<file path="src/rtl/hilo_mac_pkg.sv">
// Shared types and op-decode helpers for the HI/LO multiply/accumulate unit.
package hilo_mac_pkg;

    typedef enum logic [2:0] {
        OP_MUL   = 3'd0,
        OP_MULU  = 3'd1,
        OP_MADD  = 3'd2,
        OP_MADDU = 3'd3,
        OP_MSUB  = 3'd4,
        OP_MSUBU = 3'd5,
        OP_MTHI  = 3'd6,
        OP_MTLO  = 3'd7
    } op_e;

    typedef enum logic [1:0] {
        ST_IDLE = 2'd0,
        ST_CALC = 2'd1,
        ST_FIN  = 2'd2
    } state_e;

    function automatic logic is_signed(input op_e op);
        return (op == OP_MUL) || (op == OP_MADD) || (op == OP_MSUB);
    endfunction

    function automatic logic is_acc(input op_e op);
        return (op == OP_MADD) || (op == OP_MADDU) || (op == OP_MSUB) || (op == OP_MSUBU);
    endfunction

endpackage

</file>
<file path="src/rtl/hilo_mac_unit_mul_shift_add.sv">
// Iterative unsigned shift-add multiplier: one multiplier bit per step, LSB first.
module mul_shift_add #(
    parameter int WIDTH = 32
) (
    input  logic               clk,
    input  logic               rst,
    input  logic               load,
    input  logic               step,
    input  logic [WIDTH-1:0]   mcand_in,
    input  logic [WIDTH-1:0]   mplier_in,
    output logic               last,
    output logic [2*WIDTH-1:0] product
);
    localparam int CNT_W = $clog2(WIDTH);

    logic [WIDTH-1:0]   mcand_q, mcand_d;
    logic [2*WIDTH-1:0] prod_q, prod_d;
    logic [CNT_W-1:0]   cnt_q, cnt_d;
    logic [WIDTH:0]     sum;

    // Low half of the partial product starts as the multiplier and is consumed as it shifts out.
    always_comb begin
        mcand_d = mcand_q;
        prod_d  = prod_q;
        cnt_d   = cnt_q;
        sum     = {1'b0, prod_q[2*WIDTH-1:WIDTH]} + {1'b0, mcand_q};
        if (load) begin
            mcand_d = mcand_in;
            prod_d  = {{WIDTH{1'b0}}, mplier_in};
            cnt_d   = '0;
        end else if (step) begin
            prod_d = prod_q[0] ? {sum, prod_q[WIDTH-1:1]} : {1'b0, prod_q[2*WIDTH-1:1]};
            cnt_d  = cnt_q + CNT_W'(1);
        end
    end

    always_ff @(posedge clk) begin
        if (rst) begin
            mcand_q <= '0;
            prod_q  <= '0;
            cnt_q   <= '0;
        end else begin
            mcand_q <= mcand_d;
            prod_q  <= prod_d;
            cnt_q   <= cnt_d;
        end
    end

    assign last    = (cnt_q == CNT_W'(WIDTH - 1));
    assign product = prod_q;

endmodule

</file>
<file path="src/rtl/hilo_mac_unit.sv">
// HI/LO owner: sequences the shift-add multiplier and applies sign, accumulate and direct writes.
// state   | meaning
// IDLE    | waiting for start; MTHI/MTLO complete here
// CALC    | one multiplier bit per cycle
// FIN     | negate/accumulate and write HI/LO
module hilo_mac_unit
    import hilo_mac_pkg::*;
#(
    parameter int WIDTH = 32
) (
    input  logic             clk,
    input  logic             rst,
    input  logic             start,
    input  logic [2:0]       op,
    input  logic [WIDTH-1:0] a,
    input  logic [WIDTH-1:0] b,
    output logic             busy,
    output logic             done,
    output logic [WIDTH-1:0] hi,
    output logic [WIDTH-1:0] lo
);
    state_e             state_q, state_d;
    op_e                op_q, op_d;
    logic               sign_q, sign_d;
    logic [WIDTH-1:0]   hi_q, hi_d, lo_q, lo_d;
    logic               busy_q, busy_d, done_q, done_d;
    logic               load, step, last;
    logic [2*WIDTH-1:0] product, prod_s, acc, result;
    logic [WIDTH-1:0]   mag_a, mag_b;
    op_e                op_in;
    logic               signed_in;

    assign op_in     = op_e'(op);
    assign signed_in = is_signed(op_in);
    // Most-negative input maps to 2^(WIDTH-1), which fits unsigned, so no special case.
    assign mag_a = (signed_in && a[WIDTH-1]) ? (~a + WIDTH'(1)) : a;
    assign mag_b = (signed_in && b[WIDTH-1]) ? (~b + WIDTH'(1)) : b;

    mul_shift_add #(.WIDTH(WIDTH)) u_msa (
        .clk       (clk),
        .rst       (rst),
        .load      (load),
        .step      (step),
        .mcand_in  (mag_a),
        .mplier_in (mag_b),
        .last      (last),
        .product   (product)
    );

    always_comb begin
        prod_s = sign_q ? (~product + (2*WIDTH)'(1)) : product;
        acc    = {hi_q, lo_q};
        result = prod_s;
        if (is_acc(op_q)) begin
            if (op_q == OP_MSUB || op_q == OP_MSUBU) result = acc - prod_s;
            else                                     result = acc + prod_s;
        end
    end

    always_comb begin
        state_d = state_q;
        op_d    = op_q;
        sign_d  = sign_q;
        hi_d    = hi_q;
        lo_d    = lo_q;
        done_d  = 1'b0;
        load    = 1'b0;
        step    = 1'b0;
        case (state_q)
            ST_IDLE: begin
                if (start) begin
                    case (op_in)
                        OP_MTHI: begin hi_d = a; done_d = 1'b1; end
                        OP_MTLO: begin lo_d = a; done_d = 1'b1; end
                        default: begin
                            load    = 1'b1;
                            op_d    = op_in;
                            sign_d  = signed_in & (a[WIDTH-1] ^ b[WIDTH-1]);
                            state_d = ST_CALC;
                        end
                    endcase
                end
            end
            ST_CALC: begin
                step = 1'b1;
                if (last) state_d = ST_FIN;
            end
            ST_FIN: begin
                {hi_d, lo_d} = result;
                done_d       = 1'b1;
                state_d      = ST_IDLE;
            end
            default: state_d = ST_IDLE;
        endcase
        busy_d = (state_d != ST_IDLE);
    end

    always_ff @(posedge clk) begin
        if (rst) begin
            state_q <= ST_IDLE;
            op_q    <= OP_MUL;
            sign_q  <= 1'b0;
            hi_q    <= '0;
            lo_q    <= '0;
            busy_q  <= 1'b0;
            done_q  <= 1'b0;
        end else begin
            state_q <= state_d;
            op_q    <= op_d;
            sign_q  <= sign_d;
            hi_q    <= hi_d;
            lo_q    <= lo_d;
            busy_q  <= busy_d;
            done_q  <= done_d;
        end
    end

    assign busy = busy_q;
    assign done = done_q;
    assign hi   = hi_q;
    assign lo   = lo_q;

endmodule

</file>
<file path="config.mk">
export PLATFORM = sky130hd
export DESIGN_NAME = hilo_mac_unit
export DESIGN_NICKNAME = d
export VERILOG_FILES = /design/src/rtl/hilo_mac_pkg.sv /design/src/rtl/hilo_mac_unit_mul_shift_add.sv /design/src/rtl/hilo_mac_unit.sv
export SDC_FILE = /design/constraint.sdc
export NUM_CORES = 1
export LEC_CHECK = 0
export ABC_AREA = 1
export BUFFER_PORTS_ARGS = -buffer_cell sky130_fd_sc_hd__buf_2
export CAP_MARGIN = 10
export CELL_PAD_IN_SITES_DETAIL_PLACEMENT = 1
export CELL_PAD_IN_SITES_GLOBAL_PLACEMENT = 2
export CORE_UTILIZATION = 36
export CTS_BUF_LIST = sky130_fd_sc_hd__clkbuf_4 sky130_fd_sc_hd__clkbuf_8
export DETAILED_ROUTE_END_ITERATION = 6
export PLACE_DENSITY_LB_ADDON = 0.1
export SYNTH_ARGS = -nofsm -noshare
export SYNTH_HDL_FRONTEND = slang
export SYNTH_SLANG_ARGS = --single-unit
</file>
<file path="constraint.sdc">
create_clock -name clk -period 14.8 [get_ports clk]
set_input_delay 1.48 -clock clk [delete_from_list [all_inputs] [get_ports clk]]
set_output_delay 1.48 -clock clk [all_outputs]
set_load 0.01 [all_outputs]
</file>
Yosys cells after proc, flatten, opt, wreduce, memory -nomap -nowiden
Index checks and enable logic that the tools add are counted.

cells by class
  add/subtract/negate cells = 7
  equal/unequal tests = 14
  muxes and demuxes = 25
  bitwise logic cells = 6
  reduce and logical (&&, ||, !) cells = 18

operator list
  kind                   count
  $mux 32                8
  $mux 64                4
  $pmux 32 s2            2
  $add 32x1->32 const B  2
  $add 64x1->64 const B  1
  $add 64x64->64         1
  $not 32->32            2
  $not 64->64            1
  $sub 64x64->64         1
  $add 32x32->33         1
  $eq 3x3->1 const B     5
  $eq 3x2->1 const B     3
  $reduce_and 3->1       3
  $logic_or 1x1->1       6
  $mux 1                 6
  $mux 2                 3
  $reduce_bool 2->1      3
  $add 5x1->5 const B    1
  $eq 5x5->1 const B     1
  $ne 2x1->1 const B     2
  $pmux 2 s2             1
  $reduce_or 2->1        2
  $logic_not 3->1        1
  $eq 2x1->1 const B     1
  other kinds (8)        9

storage, ports and cells
  register bits = 173
  input bits = 70
  output and inout bits = 66
  word-level logic and storage cells = 81

Longest topological paths before layout
Gate-level depths: netlist of the first run.

  depth in word-level cells = 7
  depth in mapped cells = 39
  depth with buffers taken out = 37

Cells and area by module
A second synthesis of the first run with hierarchy kept.

unflattened totals
  cell total of the unflattened synthesis = 3,634
  area total of the unflattened synthesis = 20,525.9 um^2

modules (own cells, without submodules)
  module         times used  cells an instance  area each (um^2)  seq. area each (um^2)
  hilo_mac_unit  1           2,538              13,869.6          1,421.4
  mul_shift_add  1           1,096              6,656.4           2,021.9

Least setup slack after synthesis of the first run
Ideal clock, no wire load.

  kind = flip-flop to flip-flop
  start = register u_msa.prod_q[0] (netlist: u_msa.product[0])
  end = register lo_q[31] (netlist: lo[31])
  library setup time = 0.132 ns
  arrival time = 4.582 ns
  data required time = 14.668 ns
  slack = 10.086 ns
  stages on the path, launching flop included = 32
  path buffers = 2
  period minus slack after synthesis = 4.714 ns
  cells stage by stage = dfxtp_1 > inv_2 > clkbuf_1 > clkbuf_1 > ha_1 > nand3_2 > nor2_2 > o21ai_0 > nand2_1 > nand2_1 > nor2_1 > nand2_1 > nor2_2 > nand3_1 > inv_2 > nand2_1 > inv_1 > nand2_1 > o31ai_2 > o21ai_1 > xor2_1 > ha_1 > a21oi_1 > o21ai_0 > a21oi_1 > a21boi_0 > nand2_1 > or2_2 > nand3_1 > o21ai_0 > a22oi_1 > a21oi_1

between the ends
  word-level cells in the longest chain between the ends = 7
  elaborated cells on any way between the ends = 8
  those cells by class = 3 x add/sub; 4 x mux; 1 x bitwise

ends and longest elaborated chain
  element                                                  line                                      RTL
  from (decl)                                              hilo_mac_unit_mul_shift_add.sv:17         logic [2*WIDTH-1:0] prod_q, prod_d;
  from (signal assigned)                                   hilo_mac_unit_mul_shift_add.sv:44         prod_q <= prod_d;
  $not 64->64                                              hilo_mac_unit.sv:51                       prod_s = sign_q ? (~product + (2*WIDTH)'(1)) : product;
  $add 64x1->64                                            hilo_mac_unit.sv:51
  $mux 64 (*)                                              hilo_mac_unit.sv:51
  $add 64x64->64 / $sub 64x64->64 (equally long branches)  hilo_mac_unit.sv:56, hilo_mac_unit.sv:55
  $mux 64                                                  hilo_mac_unit.sv:55                       if (op_q == OP_MSUB || op_q == OP_MSUBU) result = acc - prod_s;
  $mux 64 (*)                                              hilo_mac_unit.sv:54                       if (is_acc(op_q)) begin
  $pmux 32 s2 (*)                                          hilo_mac_unit.sv:69                       case (state_q)
  to (signal assigned)                                     hilo_mac_unit.sv:112                      lo_q <= lo_d;
  to (decl)                                                hilo_mac_unit.sv:25                       logic [WIDTH-1:0] hi_q, hi_d, lo_q, lo_d;

Every way passes the cells marked *; elsewhere a longest branch is shown, timed or not.
A chain may end at the register's enable or synchronous reset.

Worst setup path in the final report of the first run
  start = register u_msa.prod_q[0] (netlist: u_msa.product[0])
  end = register hi_q[20] (netlist: hi[20])

between the ends
  word-level cells in the longest chain between the ends = 7
  elaborated cells on any way between the ends = 8
  those cells by class = 3 x add/sub; 4 x mux; 1 x bitwise

ends and longest elaborated chain
  element                                                  line                                      RTL
  $not 64->64                                              hilo_mac_unit.sv:51
  $add 64x1->64                                            hilo_mac_unit.sv:51
  $mux 64 (*)                                              hilo_mac_unit.sv:51
  $add 64x64->64 / $sub 64x64->64 (equally long branches)  hilo_mac_unit.sv:56, hilo_mac_unit.sv:55
  $mux 64                                                  hilo_mac_unit.sv:55
  $mux 64 (*)                                              hilo_mac_unit.sv:54
  $pmux 32 s2 (*)                                          hilo_mac_unit.sv:69
  to (signal assigned)                                     hilo_mac_unit.sv:111                      hi_q <= hi_d;
  to (decl)                                                hilo_mac_unit.sv:25

Marked as above.

==> flow_metrics.env, run 1 <==
export IMPL_async_reset_ff_frac=0
export IMPL_cp_top_family="simple AND/OR/NAND/NOR gates"
export IMPL_hold_path_end="u_msa.cnt_q[4]$_SDFFE_PP0P_"
export IMPL_wl_um=97580
export IMPL_nNetsFinal=3654
export IMPL_r2r_end="hi[20]$_SDFFE_PP0P_"
export IMPL_h_tree_depth=4
export IMPL_core_um2=52970
export IMPL_required_ns=15.30
export IMPL_rsz0062_at_grt="no"
export IMPL_grt_pass1_vias=23487
export IMPL_synth_xor_area_share=0.05950
export IMPL_die_h_um=234.3
export IMPL_slew_violations=0
export IMPL_critPathLaunchType="flop"
export IMPL_clock_skew_ns=0.02847
export IMPL_leakagePower_nw=10.06
export IMPL_yosys_warnings=0
export IMPL_synth_compound_area_share=0.2243
export IMPL_hold_path_class="reg2reg"
export IMPL_timing_final_crit_share=0.4690
export IMPL_num_io_pins=136
export IMPL_ys_seq_area_frac=0.1772
export IMPL_cts_path_max_buffers=2
export IMPL_netlist_top_cells_count="828 x nand2_1, 475 x nor2_1, 416 x inv_1"
export IMPL_crit_path_top_delay_cell="o21ai_0"
export IMPL_drt_pass1_iter_count=5
export IMPL_worst_path_stages=31
export IMPL_synth_top_area_cell="dfxtp_1"
export IMPL_path_clk_slew_ns=0.12
export IMPL_dr_total_vias=23606
export IMPL_synthAdderAreaFrac=0.06710
export IMPL_synth_cells=3411
export IMPL_synthSimpleGateAreaFrac=0.3671
export IMPL_synthMuxAreaShare=0
export IMPL_cap_violations=0
export IMPL_path_max_fanout=51
export IMPL_start_util=0.3668
export IMPL_yosysTopAreaCellShare=0.1772
export IMPL_synth_seq_cells=172
export IMPL_path_buf_inv=4
export IMPL_cts_tree="done"
export IMPL_dieWidth_um=234.3
export IMPL_wl_per_cell_um=23.33
export IMPL_syn_num_nets=3584
export IMPL_drtAntennaViolNets=0
export IMPL_crit_arrival_ns=7.44
export IMPL_slew_headroom=0.1842
export IMPL_cts_sinks=172
export IMPL_port_buffer_count=135
export IMPL_setup_tns_ns=0
export IMPL_synth_area_top_cells="dfxtp_1 18%, nand2_1 16%, nor2_1 9.2%"
export IMPL_critical_path_endpoint_type="flop"
export IMPL_postSynthAreaPerCell_um2=5.697
export IMPL_grtUsageTotal=0.3552
export IMPL_grt_first_pass_wirelength_um=145300
export IMPL_slowest_delay_ns=0.69
export IMPL_clock_latency_ns=0.60
export IMPL_min_from="u_msa.cnt_q[4]$_SDFFE_PP0P_"
export IMPL_fin_hold_ws_ns=0.4739
export IMPL_via_per_inst=5.645
export IMPL_hold_viol=0
export IMPL_ys_types=62
export IMPL_die_area_um2=54910
export IMPL_post_cts_buffers=0
export IMPL_worst_slew_pin_slew_ns=1.222
export IMPL_n_antenna_cell=0
export IMPL_yosysMostFrequentCell="nand2_1"
export IMPL_synthFlopType="dfxtp_1"
export IMPL_status="complete, no violations"
export IMPL_place_congestion=0.9897
export IMPL_post_cts_resized=0
export IMPL_reg2regPathDepth=31
export IMPL_drive_gt1_frac=0.08586
export IMPL_r2r_start="u_msa.product[0]$_SDFFE_PP0P_"
export IMPL_final_core_util=0.3994
export IMPL_cts_root_buf="clkbuf_8"
export IMPL_hold_buffers=0
export IMPL_worst_ir_drop_vdd_uv=44.77
export IMPL_dp_cells=4150
export IMPL_reg2reg_slack_ns=7.86
export IMPL_path_class="reg2reg"
export IMPL_drtIter0Drc=1636
export IMPL_synth_top_family_by_area="simple AND/OR/NAND/NOR gates"
export IMPL_synth_edff_count=0
export IMPL_cpMostUsedCell="nand2_1"
export IMPL_power_density_nw_per_um2=75.80
export IMPL_min_path_cells=2
export IMPL_max_freq_ghz=0.1441
export IMPL_syn_area_um2=19430
export IMPL_antenna_found_initial=1
export IMPL_instances_no_fill=4182
export IMPL_overflow=0
export IMPL_rows=84
export IMPL_setup_viol=0
export IMPL_dp_hpwl_um=80510
export IMPL_areaGrowthSynthToFinish_pct=8.879
export IMPL_cts_inserted_buffers=17
export IMPL_grt_max_degree=92
export IMPL_min_period_ns=6.941
export IMPL_route_detailed_drc=0
[placed cells by master (no fill, tap or decap), drive strengths merged, types with 3 or more instances in the layout]
| cell | instances |
|---|---|
| a21boi | 9 |
| a21o | 9 |
| a21oi | 294 |
| a221oi | 9 |
| a31oi | 57 |
| a32o | 11 |
| and2 | 3 |
| buf | 157 |
| clkbuf | 19 |
| clkinv | 7 |
| clkinvlp | 3 |
| dfxtp | 172 |
| ha | 101 |
| inv | 433 |
| nand2 | 846 |
| nand3 | 207 |
| nand3b | 6 |
| nand4 | 37 |
| nor2 | 496 |
| nor3 | 48 |
| nor4 | 13 |
| o211ai | 16 |
| o21a | 16 |
| o21ai | 304 |
| o21bai | 17 |
| o221ai | 6 |
| o22ai | 7 |
| o31ai | 6 |
| o41ai | 3 |
| or2 | 30 |
| xnor2 | 27 |
| xor2 | 105 |
[tightest hold or removal path: cells and delay by family (launching register included)]
family | cells | cell delay (ns)
AND/OR/NAND/NOR | 1 | 0.06
flip-flops | 1 | 0.32
AO/OA/AOI/OAI | 1 | 0.05
[state kept, by name, summed over array words and instances, names as in the netlist]
signal / count
state_q: 2
busy: 1
done: 1
u_msa.cnt_q: 5
hi: 32
sign_q: 1
u_msa.mcand_q: 32
lo: 32
u_msa.product: 64
op_q: 2
[layout make-up]
type,count,area (µm²)
flip-flops and latches,172,3445
clock inverters,13,130.1
repair buffers,157,840.8
fillers,7393,31810
clock buffers,19,261.5
inverters,431,1618
multi-input cells,2702,14000
well taps,688,860.8
[cells by family (layout without fill, tap and decap cells)]
logic type | Yosys count | in the layout
fa+ha+maj | 103 | 103
buf+inv | 537 | 620
compound gates | 777 | 777
simple gates | 1690 | 1690
flops | 172 | 172
xor+xnor | 132 | 132
[metrics by stage]
step | worst slack [ns] | total power, W | instance area [µm²]
CTS | 7.877 | 0.001596 | 21160
global route | 7.187 | 0.001695 | 21160
detailed placement | 7.900 | 0.001217 | 20760
floorplan | 10.09 | 0.0009821 | 19430
finish | 7.859 | 0.001604 | 21160
global placement | 7.979 | 0.001202 | 20760
[metal layers]
metal,GRT usage,up-vias,part of all wire
met5,0,-,0.00013
met4,0.1373,2,0.038
met3,0.04438,136,0.052
met2,0.5713,709,0.45
met1,0.4805,11417,0.46
li1,-,11342,-
[where the power goes]
group | switching [W] | internal [W] | leakage, nW
sequential | 0.0000345 | 0.000486 | 1.40
combinational | 0.000501 | 0.000205 | 8.46
clock | 0.000232 | 0.000145 | 0.192
[how the worst max path moves through the flow]
stage / end / from / slack [ns]
after CTS: hi[20]$_SDFFE_PP0P_ / u_msa.product[0]$_SDFFE_PP0P_ / 7.88
final: hi[20]$_SDFFE_PP0P_ / u_msa.product[0]$_SDFFE_PP0P_ / 7.86
after global placement: hi[20]$_SDFFE_PP0P_ / sign_q$_SDFFE_PP0P_ / 7.98
after global routing: hi[20]$_SDFFE_PP0P_ / sign_q$_SDFFE_PP0P_ / 7.19
after detailed placement: hi[20]$_SDFFE_PP0P_ / u_msa.product[0]$_SDFFE_PP0P_ / 7.90
after floorplan: lo[31]$_SDFFE_PP0P_ / u_msa.product[0]$_SDFFE_PP0P_ / 10.09
(Power assumes the default switching activity.)
==> run 2: changes to the inputs <==
--- a/config.mk
+++ b/config.mk
@@ -10,7 +10,7 @@
 export CAP_MARGIN = 10
 export CELL_PAD_IN_SITES_DETAIL_PLACEMENT = 1
 export CELL_PAD_IN_SITES_GLOBAL_PLACEMENT = 2
-export CORE_UTILIZATION = 36
+export CORE_UTILIZATION = 30
 export CTS_BUF_LIST = sky130_fd_sc_hd__clkbuf_4 sky130_fd_sc_hd__clkbuf_8
 export DETAILED_ROUTE_END_ITERATION = 6
 export PLACE_DENSITY_LB_ADDON = 0.1
==> constraint.sdc (replaced) <==
create_clock -name clk -period 6.05 [get_ports clk]
set_input_delay 0.605 -clock clk [delete_from_list [all_inputs] [get_ports clk]]
set_output_delay 0.605 -clock clk [all_outputs]
set_load 0.01 [all_outputs]
==> run 2 against run 1 <==
  * Power increased by 150%
  * Sequential cell count unchanged
  * Clock power increased by 140%
  * Utilization decreased by 6.0 points
  * Global-route usage decreased by 4.9 points
  * Combinational power increased by 150%
  * Setup slack got worse by 7.7 ns
  * Worst hold slack got worse by 0.12 ns
  * Critical endpoint is now hi[27]$_SDFFE_PP0P_
  * Largest cell class unchanged
==> flow_metrics.env, run 2 (synthesis results as in run 1) <==
export IMPL_grt_max_degree=78
export IMPL_rows=92
export IMPL_clock_skew_ns=0.02761
export IMPL_largest_reg_flops=64
export IMPL_cap_violations=0
export IMPL_wl_um=102300
export IMPL_hold_path_class="in2reg"
export IMPL_path_clk_slew_ns=0.11
export IMPL_slowest_delay_ns=0.36
export IMPL_rsz0062_at_grt="no"
export IMPL_cpMostUsedCell="nand2_1"
export IMPL_clock_latency_ns=0.60
export IMPL_place_congestion=0.9789
export IMPL_dr_total_vias=23588
export IMPL_drt_pass1_iter_count=5
export IMPL_slew_headroom=0.1295
export IMPL_antenna_found_initial=2
export IMPL_min_period_ns=5.868
export IMPL_r2r_start="u_msa.product[1]$_SDFFE_PP0P_"
export IMPL_cts_path_max_buffers=2
export IMPL_finalWorstSetupSlack_ns=0.1821
export IMPL_cts_sinks=172
export IMPL_dieWidth_um=256.5
export IMPL_max_freq_ghz=0.1704
export IMPL_worst_ir_drop_vdd_uv=179.2
export IMPL_die_h_um=256.5
export IMPL_overflow=0
export IMPL_setup_tns_ns=0
export IMPL_wl_per_cell_um=23.39
export IMPL_h_tree_depth=4
export IMPL_areaGrowthSynthToFinish_pct=11.12
export IMPL_leakagePower_nw=10.20
export IMPL_final_common_cell="nand2_1"
export IMPL_num_io_pins=136
export IMPL_grt_pass1_vias=23708
export IMPL_hold_viol=0
export IMPL_final_cell_mix="827 x nand2_1, 469 x nor2_1, 416 x inv_1, 294 x a21oi_1, 290 x o21ai_0"
export IMPL_setup_viol=0
export IMPL_port_buffer_count=135
export IMPL_die_area_um2=65790
export IMPL_cp_top_family="simple AND/OR/NAND/NOR gates"
export IMPL_min_from="op[1]"
export IMPL_dpl_worst_slack_ns=0.3669
export IMPL_path_class="reg2reg"
export IMPL_instances_no_fill=4372
export IMPL_cts_tree="done"
export IMPL_grt_first_pass_wirelength_um=151500
export IMPL_post_cts_resized=0
export IMPL_slew_violations=0
export IMPL_dp_hpwl_um=84840
export IMPL_core_um2=63540
export IMPL_fin_hold_ws_ns=0.3515
export IMPL_path_buf_inv=3
export IMPL_critical_path_endpoint_type="flop"
export IMPL_drtAntennaViolNets=0
export IMPL_status="complete, no violations"
export IMPL_pwr_share_seq=0.322
export IMPL_post_cts_buffers=0
export IMPL_path_max_fanout=9
export IMPL_internal_power_w=0.002036
export IMPL_dp_cells=4336
export IMPL_timing_final_crit_share=0.9699
export IMPL_power_density_nw_per_um2=182.7
export IMPL_start_util=0.3058
export IMPL_crit_arrival_ns=6.35
export IMPL_switching_share=0.4839
export IMPL_drive_gt1_frac=0.09316
export IMPL_via_per_inst=5.395
export IMPL_nNetsFinal=3682
export IMPL_route_detailed_drc=0
export IMPL_worst_slew_pin_slew_ns=1.292
export IMPL_comb_power_share=0.446
export IMPL_clockPowerShare=0.231
export IMPL_hold_buffers=0
export IMPL_critPathLaunchType="flop"
export IMPL_cts_inserted_buffers=17
export IMPL_cts_root_buf="clkbuf_8"
export IMPL_required_ns=6.54
export IMPL_startpoint="u_msa.product[1]$_SDFFE_PP0P_"
export IMPL_drtIter0Drc=1553
export IMPL_power_switching_w=0.001908
export IMPL_crit_path_top_delay_cell="ha_1"
export IMPL_grtUsageTotal=0.3063
-- run 2: changes by cell type in the layout (fill, tap and decap cells not counted), moves of 2 or more --
| cell | delta |
|---|---|
| buf_12 | +2 |
| buf_4 | +26 |
| clkbuf_8 | -2 |
| clkinv_2 | +2 |
| clkinvlp_4 | -2 |
| diode_2 | +5 |
-- run 2: power by group through the flow --
stage               registers (W)  clock network, W  logic, W
floorplan                 0.00126                 0   0.00114
global placement          0.00129                 0   0.00171
detailed placement        0.00129                 0   0.00173
CTS                       0.00127          0.000935   0.00174
global route              0.00128          0.000972   0.00193
finish                    0.00127          0.000913   0.00176
-- run 2: stage by stage --
step	util	area, µm²	total power (W)
6_report	0.3398	21590	0.003944
5_1_grt	0.3398	21590	0.004184
4_1_cts	0.3394	21570	0.003941
3_5_place_dp	0.3336	21200	0.003024
3_3_place_gp	0.3336	21200	0.002999
2_1_floorplan	-	19430	0.002402
-- run 2: cell type report --
class | instances | area (µm²)
fill | 8646 | 41950
multi-input combinational | 2702 | 14010
sequential | 172 | 3445
inverter | 431 | 1618
timing repair buffer | 185 | 1076
tap | 846 | 1059
clock buffer | 17 | 234.0
clock inverter | 14 | 136.4
antenna | 5 | 12.51
-- run 2: final timing paths --
check / endpoint / slack (ns) / cells past startpoint
worst max-delay path: hi[27]$_SDFFE_PP0P_ / 0.18 / 29
worst min-delay path: op_q[1]$_SDFFE_PP0P_ / 0.35 / 3
worst max register to register: hi[27]$_SDFFE_PP0P_ / 0.18 / 29
worst min register to register: u_msa.mcand_q[24]$_SDFFE_PP0P_ / 0.47 / 2
-- run 2: routing by layer --
metal | routed length, µm | up-vias | GRT usage
met1 | 48500 | 11484 | 0.4147
li1 | - | 11397 | -
met3 | 3995 | 144 | 0.03371
met5 | 0 | - | 0
met4 | 4162 | 0 | 0.1255
met2 | 45600 | 563 | 0.4925
-- run 2: worst reg2reg max path, delay by kind of cell (launching register included) --
family                     cells  cell delay [ns]
AOI/OAI and AO/OA              7             1.31
and+or+nand+nor               15             2.66
xor gates and xnor gates       2             0.56
adders and majority gates      2             0.59
DFF                            1             0.34
buffers and inverters          3             0.32
==> run 3: changes to the inputs <==
--- a/config.mk
+++ b/config.mk
@@ -10,10 +10,11 @@
 export CAP_MARGIN = 10
 export CELL_PAD_IN_SITES_DETAIL_PLACEMENT = 1
 export CELL_PAD_IN_SITES_GLOBAL_PLACEMENT = 2
-export CORE_UTILIZATION = 30
+export CORE_UTILIZATION = 33
 export CTS_BUF_LIST = sky130_fd_sc_hd__clkbuf_4 sky130_fd_sc_hd__clkbuf_8
 export DETAILED_ROUTE_END_ITERATION = 6
 export PLACE_DENSITY_LB_ADDON = 0.1
+export REMOVE_ABC_BUFFERS = 1
 export SYNTH_ARGS = -nofsm -noshare
 export SYNTH_HDL_FRONTEND = slang
 export SYNTH_SLANG_ARGS = --single-unit
==> constraint.sdc (replaced) <==
create_clock -name clk -period 5.85 [get_ports clk]
set_input_delay 0.585 -clock clk [delete_from_list [all_inputs] [get_ports clk]]
set_output_delay 0.585 -clock clk [all_outputs]
set_load 0.01 [all_outputs]
==> run 3 against run 2 <==
  * Combinational power is 4% higher
  * Global-route usage is 2.7 points higher
  * First-iteration DRC count is 13% higher
  * Critical endpoint is now hi[30]$_SDFFE_PP0P_
  * Power is 4.9% higher
  * Count of clock-buffer cells in the layout is 2 higher
  * Sequential share of layout area is 0.099 points higher
  * Clock skew is 0.0022 ns higher
  * Clock power is 8.5% higher
  * Worst hold slack worse by 0.024 ns
  * Cell count is 2.2% lower
==> flow_metrics.env, run 3 (synthesis results as in run 1) <==
export IMPL_crit_path_top_delay_cell="ha_1"
export IMPL_hold_viol=0
export IMPL_rows=88
export IMPL_min_from="op[1]"
export IMPL_path_clk_slew_ns=0.12
export IMPL_drtIter0Drc=1751
export IMPL_grt_max_degree=91
export IMPL_largest_reg_flops=64
export IMPL_reg2reg_slack_ns=0.31
export IMPL_slew_violations=0
export IMPL_start_util=0.3355
export IMPL_slowest_delay_ns=0.47
export IMPL_setup_viol=0
export IMPL_antenna_found_initial=2
export IMPL_critical_path_endpoint_type="flop"
export IMPL_hold_buffers=0
export IMPL_hold_path_class="in2reg"
export IMPL_required_ns=6.38
export IMPL_core_um2=57920
export IMPL_wl_um=100300
export IMPL_r2r_end="hi[30]$_SDFFE_PP0P_"
export IMPL_die_area_um2=59860
export IMPL_internal_power_w=0.002129
export IMPL_drive_gt1_frac=0.09368
export IMPL_nNetsFinal=3672
export IMPL_grt_pass1_vias=23839
export IMPL_dieWidth_um=244.7
export IMPL_dp_hpwl_um=82580
export IMPL_final_cell_mix="827 x nand2_1, 464 x nor2_1, 415 x inv_1, 292 x a21oi_1, 290 x o21ai_0"
export IMPL_comb_power_share=0.443
export IMPL_cap_violations=0
export IMPL_final_common_cell="nand2_1"
export IMPL_status="complete, no violations"
export IMPL_power_switching_w=0.002009
export IMPL_worst_ir_drop_vdd_uv=180.6
export IMPL_r2r_start="u_msa.product[1]$_SDFFE_PP0P_"
export IMPL_path_class="reg2reg"
export IMPL_clock_skew_ns=0.02980
export IMPL_power_density_nw_per_um2=192.8
export IMPL_timing_final_crit_share=0.9475
export IMPL_reg2regPathDepth=29
export IMPL_design_area_um2=21460
export IMPL_final_core_util=0.3705
export IMPL_port_buffer_count=135
export IMPL_h_tree_depth=4
export IMPL_fin_total_pwr_w=0.004138
export IMPL_dr_total_vias=23664
export IMPL_cpMostUsedCell="nand2_1"
export IMPL_cts_sinks=172
export IMPL_critPathLaunchType="flop"
export IMPL_grt_first_pass_wirelength_um=149300
export IMPL_hold_path_end="op_q[1]$_SDFFE_PP0P_"
export IMPL_num_io_pins=136
export IMPL_drt_pass1_iter_count=6
export IMPL_rsz0062_at_grt="yes"
export IMPL_slew_headroom=0.3015
export IMPL_wl_per_cell_um=23.44
export IMPL_areaGrowthSynthToFinish_pct=10.44
export IMPL_min_period_ns=5.543
export IMPL_route_detailed_drc=0
export IMPL_drtAntennaViolNets=0
export IMPL_grtUsageTotal=0.3335
export IMPL_max_freq_ghz=0.1804
export IMPL_pwr_share_seq=0.317
export IMPL_clock_latency_ns=0.60
export IMPL_via_per_inst=5.532
export IMPL_setup_tns_ns=0
export IMPL_clockPowerShare=0.240
export IMPL_post_dp_cell_area_um2=20990
export IMPL_path_max_fanout=7
export IMPL_crit_arrival_ns=6.07
export IMPL_place_congestion=1.017
export IMPL_fin_hold_ws_ns=0.3278
export IMPL_leakagePower_nw=10.18
export IMPL_die_h_um=244.7
export IMPL_switching_share=0.4856
export IMPL_cts_path_max_buffers=2
export IMPL_worst_slew_pin_slew_ns=1.048
export IMPL_cts_root_buf="clkbuf_8"
export IMPL_min_path_cells=3
export IMPL_cts_tree="done"
export IMPL_overflow=0
export IMPL_cts_inserted_buffers=17
## run 3: cell types whose count changed in the layout (fill, tap and decap cells not counted), sizes merged
cell	change
diode	-4
inv	+1
buf	-10
clkinv	-2
clkbuf	+2
## run 3: per-stage QoR
stage | setup WS (ns) | cells
finish | 0.3071 | 4278
global route | -0.09268 | 4278
CTS | 0.1725 | 4274
detailed placement | 0.1982 | 4242
global placement | 0.2783 | 4242
floorplan | 0.06056 | 3305
## run 3: routing by layer
layer | share of wire | global-route usage
met1 | 0.46 | 0.4509
met2 | 0.45 | 0.5331
met3 | 0.047 | 0.03674
met4 | 0.044 | 0.1449
met5 | 0 | 0
## run 3: critical path: cells and delay by family (launching register included)
kind,cells,cell delay (ns)
adders and majority gates,2,0.70
AOI/OAI and AO/OA,4,0.83
and+or+nand+nor,20,3.17
xor gates and xnor gates,1,0.21
buffers and inverters,2,0.23
DFF,1,0.34
## run 3: area by class of cell
cell class / count / area, µm²
sequential: 172 / 3445
multi-input combinational: 2702 / 14050
tap: 765 / 957.2
timing repair buffer: 175 / 988.4
inverter: 431 / 1618
clock buffer: 19 / 249.0
antenna: 1 / 2.502
fill: 7972 / 36460
clock inverter: 13 / 151.4
## run 3: what timing repair did
action	4_1_cts	5_1_grt
setup buffers	0	3
endpoints found under the setup margin	0	18
resized for setup	0	14
## run 3: worst max-delay path by stage
stage                                  start             endpoint  cells after the start
3_5_place_dp   u_msa.product[1]$_SDFFE_PP0P_  hi[27]$_SDFFE_PP0P_                     29
4_1_cts        u_msa.product[1]$_SDFFE_PP0P_  hi[27]$_SDFFE_PP0P_                     29
3_3_place_gp   u_msa.product[1]$_SDFFE_PP0P_  hi[27]$_SDFFE_PP0P_                     29
2_1_floorplan            sign_q$_SDFFE_PP0P_   hi[6]$_SDFFE_PP0P_                     30
5_1_grt        u_msa.product[1]$_SDFFE_PP0P_  hi[30]$_SDFFE_PP0P_                     33
6_report       u_msa.product[1]$_SDFFE_PP0P_  hi[30]$_SDFFE_PP0P_                     29
## run 3: power by group through the flow
stage | Sequential (W) | Clock (W) | Combinational (W)
5_1_grt | 0.00132 | 0.00105 | 0.00201
6_report | 0.00131 | 0.000991 | 0.00183
4_1_cts | 0.00131 | 0.00102 | 0.00180
3_5_place_dp | 0.00134 | 0 | 0.00179
3_3_place_gp | 0.00133 | 0 | 0.00176
2_1_floorplan | 0.00131 | 0 | 0.00115
